**src/rtl/cpu_pkg.sv**
```systemverilog
// Shared types and helpers for the accumulator CPU sequencer.
// Opcode and phase encodings plus the ALU-class opcode test.
package cpu_pkg;

    localparam int OPC_W   = 3;
    localparam int PHASE_W = 3;

    typedef enum logic [OPC_W-1:0] {
        HLT = 3'd0,
        SKZ = 3'd1,
        ADD = 3'd2,
        AND = 3'd3,
        XOR = 3'd4,
        LDA = 3'd5,
        STO = 3'd6,
        JMP = 3'd7
    } opcode_t;

    typedef enum logic [PHASE_W-1:0] {
        INST_ADDR  = 3'd0,
        INST_FETCH = 3'd1,
        INST_LOAD  = 3'd2,
        IDLE       = 3'd3,
        OP_ADDR    = 3'd4,
        OP_FETCH   = 3'd5,
        ALU_OP     = 3'd6,
        STORE      = 3'd7
    } phase_t;

    function automatic logic is_aluop(input opcode_t op);
        return (op == ADD) || (op == AND) ||
               (op == XOR) || (op == LDA);
    endfunction

endpackage

```
**src/rtl/phase_counter.sv**
```systemverilog
// Eight-phase wrapping counter for the CPU sequencer.
// hold_i freezes the count; reset always wins.
module phase_counter
    import cpu_pkg::*;
(
    input  logic               clk,
    input  logic               rst_n,
    input  logic               hold_i,
    output logic [PHASE_W-1:0] phase_o
);

    logic [PHASE_W-1:0] phase_q;
    logic [PHASE_W-1:0] phase_d;

    // Next count: advance by one unless held.
    always_comb begin
        phase_d = phase_q;
        if (!hold_i) begin
            phase_d = phase_q + 1'b1;
        end
    end

    // Phase register with synchronous active-low reset.
    always_ff @(posedge clk) begin
        if (!rst_n) begin
            phase_q <= '0;
        end else begin
            phase_q <= phase_d;
        end
    end

    assign phase_o = phase_q;

endmodule

```
**src/rtl/cpu_controller.sv**
```systemverilog
// Fetch/execute sequencer for the 8-bit accumulator CPU.
// Decodes phase, opcode and zero into datapath strobes.
module cpu_controller
    import cpu_pkg::*;
(
    input  logic               clk,
    input  logic               rst_n,
    input  logic [OPC_W-1:0]   opcode,
    input  logic               zero,
    output logic [PHASE_W-1:0] phase,
    output logic               sel,
    output logic               rd,
    output logic               ld_ir,
    output logic               halt,
    output logic               inc_pc,
    output logic               ld_pc,
    output logic               ld_ac,
    output logic               wr,
    output logic               data_e
);

    opcode_t op;
    phase_t  ph;
    logic    alu;
    logic    halt_q;
    logic    halt_d;

    assign op  = opcode_t'(opcode);
    assign alu = is_aluop(op);

    // The counter stops as soon as halt shows, so it stays in OP_ADDR.
    phase_counter u_phase (
        .clk     (clk),
        .rst_n   (rst_n),
        .hold_i  (halt),
        .phase_o (phase)
    );

    assign ph = phase_t'(phase);

    // Sticky halt: set leaving OP_ADDR on HLT, cleared only by reset.
    always_comb begin
        halt_d = halt_q | ((ph == OP_ADDR) && (op == HLT));
    end

    // Halt flag register.
    always_ff @(posedge clk) begin
        if (!rst_n) begin
            halt_q <= 1'b0;
        end else begin
            halt_q <= halt_d;
        end
    end

    // Strobe decode; once halted only the halt indicator stays up.
    always_comb begin
        sel    = 1'b0;
        rd     = 1'b0;
        ld_ir  = 1'b0;
        halt   = 1'b0;
        inc_pc = 1'b0;
        ld_pc  = 1'b0;
        ld_ac  = 1'b0;
        wr     = 1'b0;
        data_e = 1'b0;
        if (halt_q) begin
            halt = 1'b1;
        end else begin
            unique case (ph)
                INST_ADDR: begin
                    sel = 1'b1;
                end
                INST_FETCH: begin
                    sel = 1'b1;
                    rd  = 1'b1;
                end
                INST_LOAD, IDLE: begin
                    sel   = 1'b1;
                    rd    = 1'b1;
                    ld_ir = 1'b1;
                end
                OP_ADDR: begin
                    inc_pc = 1'b1;
                    halt   = (op == HLT);
                end
                OP_FETCH: begin
                    rd = alu;
                end
                ALU_OP: begin
                    rd     = alu;
                    inc_pc = (op == SKZ) && zero;
                    ld_pc  = (op == JMP);
                    data_e = (op == STO);
                end
                STORE: begin
                    rd     = alu;
                    ld_ac  = alu;
                    ld_pc  = (op == JMP);
                    wr     = (op == STO);
                    data_e = (op == STO);
                end
            endcase
        end
    end

endmodule

```
**config.mk**
```make
export PLATFORM = sky130hd
export DESIGN_NAME = cpu_controller
export DESIGN_NICKNAME = d
export VERILOG_FILES = /design/src/rtl/cpu_pkg.sv /design/src/rtl/phase_counter.sv /design/src/rtl/cpu_controller.sv
export SDC_FILE = /design/constraint.sdc
export NUM_CORES = 1
export LEC_CHECK = 0
export ABC_AREA = 1
export BUFFER_PORTS_ARGS = -buffer_cell sky130_fd_sc_hd__buf_2
export CORE_AREA = 2 2 39 41
export CTS_BUF_LIST = sky130_fd_sc_hd__clkbuf_16
export DETAILED_ROUTE_END_ITERATION = 6
export DIE_AREA = 0 0 41 43
export SYNTH_ARGS = -nofsm -noshare
export SYNTH_HDL_FRONTEND = slang
export SYNTH_SLANG_ARGS = --single-unit
export TNS_END_PERCENT = 1
```
**constraint.sdc**
```tcl
create_clock -name clk -period 2 [get_ports clk]
set_clock_uncertainty 0.2 [all_clocks]
set_input_delay 0.3 -clock clk [delete_from_list [all_inputs] [get_ports clk]]
set_output_delay 0.3 -clock clk [all_outputs]
set_load 0.02 [all_outputs]
```
# Word-level counts from Yosys, hierarchy flattened
# Cells that the tools add are included.
[totals]
reg_bits = 4
latch_bits = 0
ram_bits = 0
mem_bits_ro = 0
input_bits = 6
output_inout_bits = 12
wordCells = 48
memories = 0
[classes]
n_addsub = 1
n_mul = 0
div_mod_pow = 0
order_cmp = 0
n_eq_ne = 14
shifts = 0
n_mux = 18
bitwise_logic = 1
n_reduce_logical = 12
[ops]
columns = ["op", "n"]
rows = [
  ["$eq 3x3->1 const B", 8],
  ["$mux 1", 16],
  ["$eq 3x2->1 const B", 4],
  ["$eq 3x1->1 const B", 2],
  ["$logic_not 3->1", 2],
  ["$reduce_or 3->1", 2],
  ["$pmux 1 s2", 2],
  ["$reduce_or 2->1", 2],
  ["$reduce_or 4->1", 1],
  ["$add 3x1->3 const B", 1],
  ["$logic_or 1x1->1", 3],
  ["$logic_and 1x1->1", 2],
  ["$or 1x1->1", 1],
]

# Logic depth before layout (Yosys ltp)
# Gate-level depths: netlist of the first run.
[depth]
ltp_word = 6
ltp_mapped = 9
mapped_depth_nobuf = 9

# By module
# From an unflattened synthesis of the first run, not the netlist that was laid out.
[hier_totals]
hier_cells = 43
area_unflattened_um2 = 282.8
[by_module_without_submodules]
columns = ["module", "n_inst", "cells_each", "area_each_um2", "seq_area_each_um2"]
rows = [
  ["cpu_controller", 1, 27, 156.4, 20.0],
  ["phase_counter", 1, 16, 126.4, 60.1],
]

# Worst setup path before layout of the first run
# No wires, ideal clock.
[synth_timing]
path_kind = "register to output"
start = "register u_phase.phase_q[0] (netlist: u_phase.phase_o[0])"
end = "output port ld_ac"
arrival_time_ps = 1653
t_required_ps = 1500
path_slack_ps = -153
stages_incl_launch_ff = 5
n_path_buf = 0
path_cell_list = "dfxtp_1 -> ha_1 -> ha_1 -> inv_1 -> nor4_1"
[synth_via]
elab_chain_cells = 3
[synth_lines]
columns = ["element", "line", "rtl"]
rows = [
  ["start, declared", "phase_counter.sv:12", "logic [PHASE_W-1:0] phase_q;"],
  ["start signal, assigned", "phase_counter.sv:28", "phase_q <= phase_d;"],
  ["$eq 3x3->1", "cpu_controller.sv:69", "unique case (ph)"],
  ["$mux 1", "cpu_controller.sv:69", ""],
  ["$mux 1", "cpu_controller.sv:66", "if (halt_q) begin"],
  ["end, declared", "cpu_controller.sv:17", "output logic ld_ac,"],
]
# Every way passes these cells.

# Worst setup path after layout of the first run
[layout_timing]
start = "register u_phase.phase_q[0] (netlist: u_phase.phase_o[0])"
end = "output port rd"
[layout_via]
elab_chain_cells = 4
elab_cells_between_ends = 10
classes_between = "eq/ne (6); mux (2); reduce/logical (2)"
[layout_lines]
columns = ["element", "line", "rtl"]
rows = [
  ["$eq 3x3->1 (tied with other cells)", "cpu_controller.sv:69", ""],
  ["$reduce_or 3->1 (no line)", "--", ""],
  ["$pmux 1 s2 *", "cpu_controller.sv:69", ""],
  ["$mux 1 *", "cpu_controller.sv:66", ""],
  ["end, declared", "cpu_controller.sv:12", "output logic rd,"],
]
# Mark *: on every way between the ends. The rest lies on a longest branch, timed or not.

==> results.yml, run 1 <==
logic_synthesis:
  synth-seq-area-share: 0.192
  post_synth_inst_count: 65
  syn-num-nets: 77
  synth_area_per_cell_sq_um: 6.43
  synth.lib_cells_used.distinct: 18
  synth_seq_cells: 4
  yosys_warnings: 0
  synthesis.area_sq_um: 418
placed_design:
  portBuffers: 17
  dp.cells: 99
  finalWeightedCongestion: 0.714
  dp.final_hpwl_um: 748
  post-place-ws_ns: 0.197
setup_path:
  reg2reg_slack_ns: 0.58
  worstPathMaxFanout: 5
  setup.worst_path.class: "reg -> out"
  regToRegEndpoint: "u_phase.phase_o[2]"
  setup.worst_path.start_class: "flop"
  arrival_ns: 1.46
  critical-path-max-stage-delay_ns: 0.35
  regToRegStartpoint: "u_phase.phase_o[0]"
  critical_path.cell_chain: "ha_4 > ha_1 > a21o_1 > nor2_2 > a21oi_2 > buf_6"
  crit_path_end_kind: "primary output"
  ff2ff_path_depth: 9
  critPathRequiredTime_ns: 1.50
  critPathSlowestCell: "sky130_fd_sc_hd__dfxtp_4"
hold_path:
  worst_hold_path.num_cells: 3
  hp-start: "rst_n"
  hold_class: "in -> reg"
  worstHoldEndpoint: "u_phase.phase_o[1]"
floorplanning:
  chipHeight_um: 43
  die_w_um: 41
  fp_rows: 14
  ioPinCount: 18
  start_util: 0.302
  placeableCoreArea_sq_mm: 0.00138
  overall_die_area_sq_mm: 0.00176
power:
  power.internal_mw: 0.412
  total_leakage_power_nw: 0.372
  power_density_mw_per_mm2: 835
  sw_frac_of_total: 0.261
  p_sw_mw: 0.146
  combinationalPowerShare: 0.278
  clock_power_share: 0.543
  power_frac_seq: 0.179
  maximum_resistive_drop_on_vdd_mv: 0.909
detailed_routing:
  m1WireLength_um: 491
  antenna_left: 0
  detail_route.iter0.violations: 3
  met2_wirelength_um: 391
  via_count: 460
  drt-wirelength-per-cell_um: 8.89
  routed.top_layer: "met3"
  drc: 0
  routed_met3_length_um: 43
  wirelength_um: 925
  route.detailed.vias_per_inst: 4.42
  drt_first_pass_iters: 2
final_layout:
  nets: 102
  diodes: 0
  finish.utilization: 0.483
  final_cells: 104
  fillerInstances: 140
  final_layout_size_suffix_gt1_frac: 0.500
  area_growth_pct: 59.9
clock_tree:
  cts.htree.levels: 1
  number_of_buffers_created_by_cts: 3
  tritoncts: "built"
  clock_sinks: 4
  cts.hold.buffers_added: 0
  ctsRootBufferMaster: "sky130_fd_sc_hd__clkbuf_16"
  clk-insertion-delay-late_ns: 0.22
  clkSlewWorstSetupHoldPaths_ns: 0.03
  cts_buffer_depth: 2
global_routing:
  grt_pass1_vias: 315
  grt_start_max_net_pins: 8
  groute.usage.overall: 0.107
  gr-total-overflow: 0
  grt_pass1_wl_mm: 1.30
  number_of_antenna_violations_at_the_first_check_in_global_routing: 0
sta:
  finalSetupViolations: 0
  final_critical_path_setup_slack_ns: 0.0363
  fin_hold_ws_ns: 0.130
  timing.max_slew.rel_slack: 0.804
  final_max_slew_viol_count: 0
  fin_crit_sh: 0.982
  tightest_slew_ns: 0.293
  layout_min_cycle_time_ns: 1.96
  fmax_ghz: 0.509
  report.final.hold_viol_count: 0
job:
  max_cap_viol_count: 0
run_status:
  outcome: "finished clean"
==> how the worst max path moves through the flow <==
stage	endpoint	cells past startpoint	start
after detailed placement	ld_ac	5	u_phase.phase_o[0]
after CTS	ld_ac	5	u_phase.phase_o[1]
final	rd	6	u_phase.phase_o[0]
after floorplan	ld_ac	4	u_phase.phase_o[0]
after global placement	ld_ac	5	u_phase.phase_o[0]
after global routing	rd	6	u_phase.phase_o[0]
==> layout make-up <==
| cell class | instances | area [sq um] | share of cell area |
|---|---|---|---|
| clock buffer | 3 | 75.1 | 0.112 |
| inverter | 12 | 45.0 | 0.0674 |
| sequential | 4 | 86.3 | 0.129 |
| multi-input combinational | 49 | 322 | 0.481 |
| timing repair buffer | 20 | 120 | 0.180 |
| tap | 16 | 20.0 | 0.0300 |
==> what timing repair did <==
item / in CTS / in global routing
buffers inserted: 0 / 2
gates resized for setup: 1 / 13
gates cloned: 0 / 0
endpoints found under the setup margin: 5 / 6
pin swaps: 0 / 2
==> layer usage <==
layer | global-route usage | up-vias
met2 | 0.144 | 9
met1 | 0.155 | 197
met5 | 0 | -
met4 | 0 | 0
met3 | 0.0628 | 0
li1 | - | 254
==> critical path: cells and delay by family (launching register included) <==
family | cells | cell delay [ns]
AOI/OAI and AO/OA | 2 | 0.26
adders and majority gates | 2 | 0.33
buffers and inverters | 1 | 0.14
DFF | 1 | 0.35
and+or+nand+nor | 1 | 0.17
==> layout by cell type, fill, tap and decap left out, drive strengths merged <==
cell type	count
nor4	1
dfxtp	4
nor2	13
nand3	6
a21oi	3
a21o	1
o21ai	1
buf	20
nand4	1
inv	12
clkbuf	3
nor3	2
nand2	15
ha	6
==> power groups by stage <==
stage	combinational (mW)	sequential, mW	clock (mW)
floorplan	0.0771	0.105	0
global route	0.171	0.101	0.317
global placement	0.126	0.0975	0
detailed placement	0.126	0.0982	0
CTS	0.126	0.0975	0.308
finish	0.155	0.0998	0.303
==> synthesized netlist by cell type, drive strengths merged <==
| master | n | area [sq um] |
|---|---|---|
| a21o | 1 | 7.51 |
| nand3 | 6 | 35.0 |
| nor2 | 13 | 58.8 |
| nor3 | 2 | 15.0 |
| ha | 6 | 75.1 |
| nand4 | 1 | 6.26 |
| nand2 | 15 | 68.8 |
| nor4 | 1 | 6.26 |
| dfxtp | 4 | 80.1 |
| o21ai | 1 | 5.00 |
| inv | 12 | 45.0 |
| a21oi | 3 | 15.0 |
==> cells by family after synthesis <==
family / share of synthesized area
adder cells (fa/ha/maj): 0.180
buffers and inverters: 0.108
AO/OA/AOI/OAI: 0.0659
AND/OR/NAND/NOR: 0.455
flip-flops: 0.192
==> state kept, by name (all words and copies together) (netlist names) <==
register,flops
u_phase.phase_o,3
halt_q,1
==> stage by stage <==
stage / setup TNS, ns / total power [mW] / cell area (sq um)
global placement: 0 / 0.223 / 537
detailed placement: 0 / 0.224 / 537
floorplan: 0 / 0.182 / 424
CTS: 0 / 0.532 / 613
finish: 0 / 0.558 / 668
global route: -0.0254 / 0.589 / 668
Power figures use the tool's default switching activity.
==> run 2, diff against run 1 <==
- REMOVE_ABC_BUFFERS: not set -> 1
==> run 2 against run 1 <==
Against the previous run:
- total power decreased by 3.1%
- clock power increased by 4%
- wire length increased by 2.8%
- combinational power decreased by 18%
- critical path depth unchanged
- utilization decreased by 3.7 points
- fmax increased by 1.1%
- cell count decreased by 1.9%
- flip-flop and latch count unchanged
- sequential share of layout area increased by 1.1 points
- largest cell class unchanged
- setup slack improved by 0.022 ns
- via count decreased by 1.1%
- highest routed layer is now met4
==> results.yml, run 2 (same netlist as run 1, synthesis figures left out) <==
run_status:
  outcome: "finished clean"
sta:
  final_critical_path_setup_slack_ns: 0.0584
  layout_min_cycle_time_ns: 1.94
  report.final.hold_viol_count: 0
  fin_crit_sh: 0.971
  grt_setup_unrepaired: "yes"
  timing.max_slew.rel_slack: 0.852
  tightest_slew_ns: 0.220
  final.setup.tns_ns: 0
  fin_hold_ws_ns: 0.124
  fmax_ghz: 0.515
  finalSetupViolations: 0
  final_max_slew_viol_count: 0
floorplanning:
  die_w_um: 41
  start_util: 0.302
  fp_rows: 14
  overall_die_area_sq_mm: 0.00176
  placeableCoreArea_sq_mm: 0.00138
  ioPinCount: 18
  chipHeight_um: 43
final_layout:
  diodes: 0
  finish.utilization: 0.446
  final_layout_size_suffix_gt1_frac: 0.430
  layout_commonest_cell: "sky130_fd_sc_hd__buf_2"
  nets: 100
  commonest_cells_after_routing_fill_and_taps_aside: "sky130_fd_sc_hd__buf_2 (16), sky130_fd_sc_hd__nor2_1 (11), sky130_fd_sc_hd__nand2_1 (10), sky130_fd_sc_hd__inv_1 (9)"
  area_growth_pct: 47.6
  largest_register_ff_count: 3
setup_path:
  critPathSlowestCell: "sky130_fd_sc_hd__dfxtp_4"
  critPathRequiredTime_ns: 1.50
  worstPathMaxFanout: 6
  critical-path-max-stage-delay_ns: 0.35
  setup.worst_path.class: "reg -> out"
  arrival_ns: 1.44
  setup.worst_path.start_class: "flop"
  reg2reg_slack_ns: 0.58
  critical_path.cell_chain: "ha_2 > ha_1 > a21o_1 > nor2_2 > a21oi_1 > buf_4"
  crit_path_end_kind: "primary output"
clock_tree:
  number_of_buffers_created_by_cts: 3
  cts.htree.levels: 1
  tritoncts: "built"
  cts_buffer_depth: 2
  post_cts_setup_buffers: 0
  clock_sinks: 4
  ctsRootBufferMaster: "sky130_fd_sc_hd__clkbuf_16"
  clkSlewWorstSetupHoldPaths_ns: 0.03
  clk-insertion-delay-late_ns: 0.23
global_routing:
  gr-total-overflow: 0
  number_of_antenna_violations_at_the_first_check_in_global_routing: 0
  grt_pass1_vias: 397
  groute.usage.overall: 0.137
  grt_pass1_wl_mm: 1.58
  grt_start_max_net_pins: 8
placed_design:
  post-place-ws_ns: 0.188
  portBuffers: 17
  finalWeightedCongestion: 0.732
  dp.final_hpwl_um: 779
power:
  total_leakage_power_nw: 0.358
  maximum_resistive_drop_on_vdd_mv: 0.599
  power_frac_seq: 0.182
  sw_frac_of_total: 0.272
  p_sw_mw: 0.147
  combinationalPowerShare: 0.236
  power.internal_mw: 0.393
  clock_power_share: 0.582
  power_density_mw_per_mm2: 876
  post-layout-total-power_mw: 0.540
detailed_routing:
  detail_route.iter0.violations: 2
  drt-wirelength-per-cell_um: 9.32
  antenna_left: 0
  drt_first_pass_iters: 2
  via_count: 455
  route.detailed.vias_per_inst: 4.46
  drc: 0
  wirelength_um: 951
hold_path:
  hold_class: "in -> reg"
job:
  max_cap_viol_count: 0
-- run 2: cell type report --
cell class,count,area [sq um]
Clock buffer,3,75.1
Timing Repair Buffer,18,95.1
Inverter,12,45.0
Sequential cell,4,86.3
Tap cell,16,20.0
Multi-Input combinational cell,49,295
Fill cell,164,767
-- run 2: through the flow --
stage	area (sq um)	std cells
CTS	607	102
finish	617	102
detailed placement	531	99
floorplan	418	65
global placement	531	99
global route	617	102
-- run 2: final timing paths --
path,start,endpoint,depth (start not counted)
worst max register to register,u_phase.phase_o[0],u_phase.phase_o[2],9
worst min register to register,u_phase.phase_o[0],u_phase.phase_o[0],2
worst min-delay path,rst_n,u_phase.phase_o[0],3
worst max-delay path,u_phase.phase_o[0],rd,6
-- run 2: worst max-delay path: cells and delay by family (launching register included) --
kind                     cells  cell delay (ns)
AO/OA/AOI/OAI                2             0.24
adder cells (fa/ha/maj)      2             0.36
buffers and inverters        1             0.16
flip-flops                   1             0.35
AND/OR/NAND/NOR              1             0.10
-- run 2: routing by layer --
layer	wire [um]	track usage	vias to the layer above
met3	44	0.0628	3
met4	15	0.0800	0
met2	469	0.194	10
li1	-	-	248
met5	0	0	-
met1	421	0.161	194
-- run 2: power by group through the flow --
stage               sequential [mW]  clock (mW)  combinational, mW
floorplan                     0.105           0             0.0767
global placement             0.0979           0              0.125
detailed placement           0.0984           0              0.125
CTS                          0.0977       0.320              0.126
global route                  0.100       0.325              0.142
finish                       0.0983       0.314              0.127
-- run 2: timing repair --
item,CTS,global route
setup endpoints to repair,5,6
resized for setup,1,5
hold buffers,0,0
pin swaps,0,1
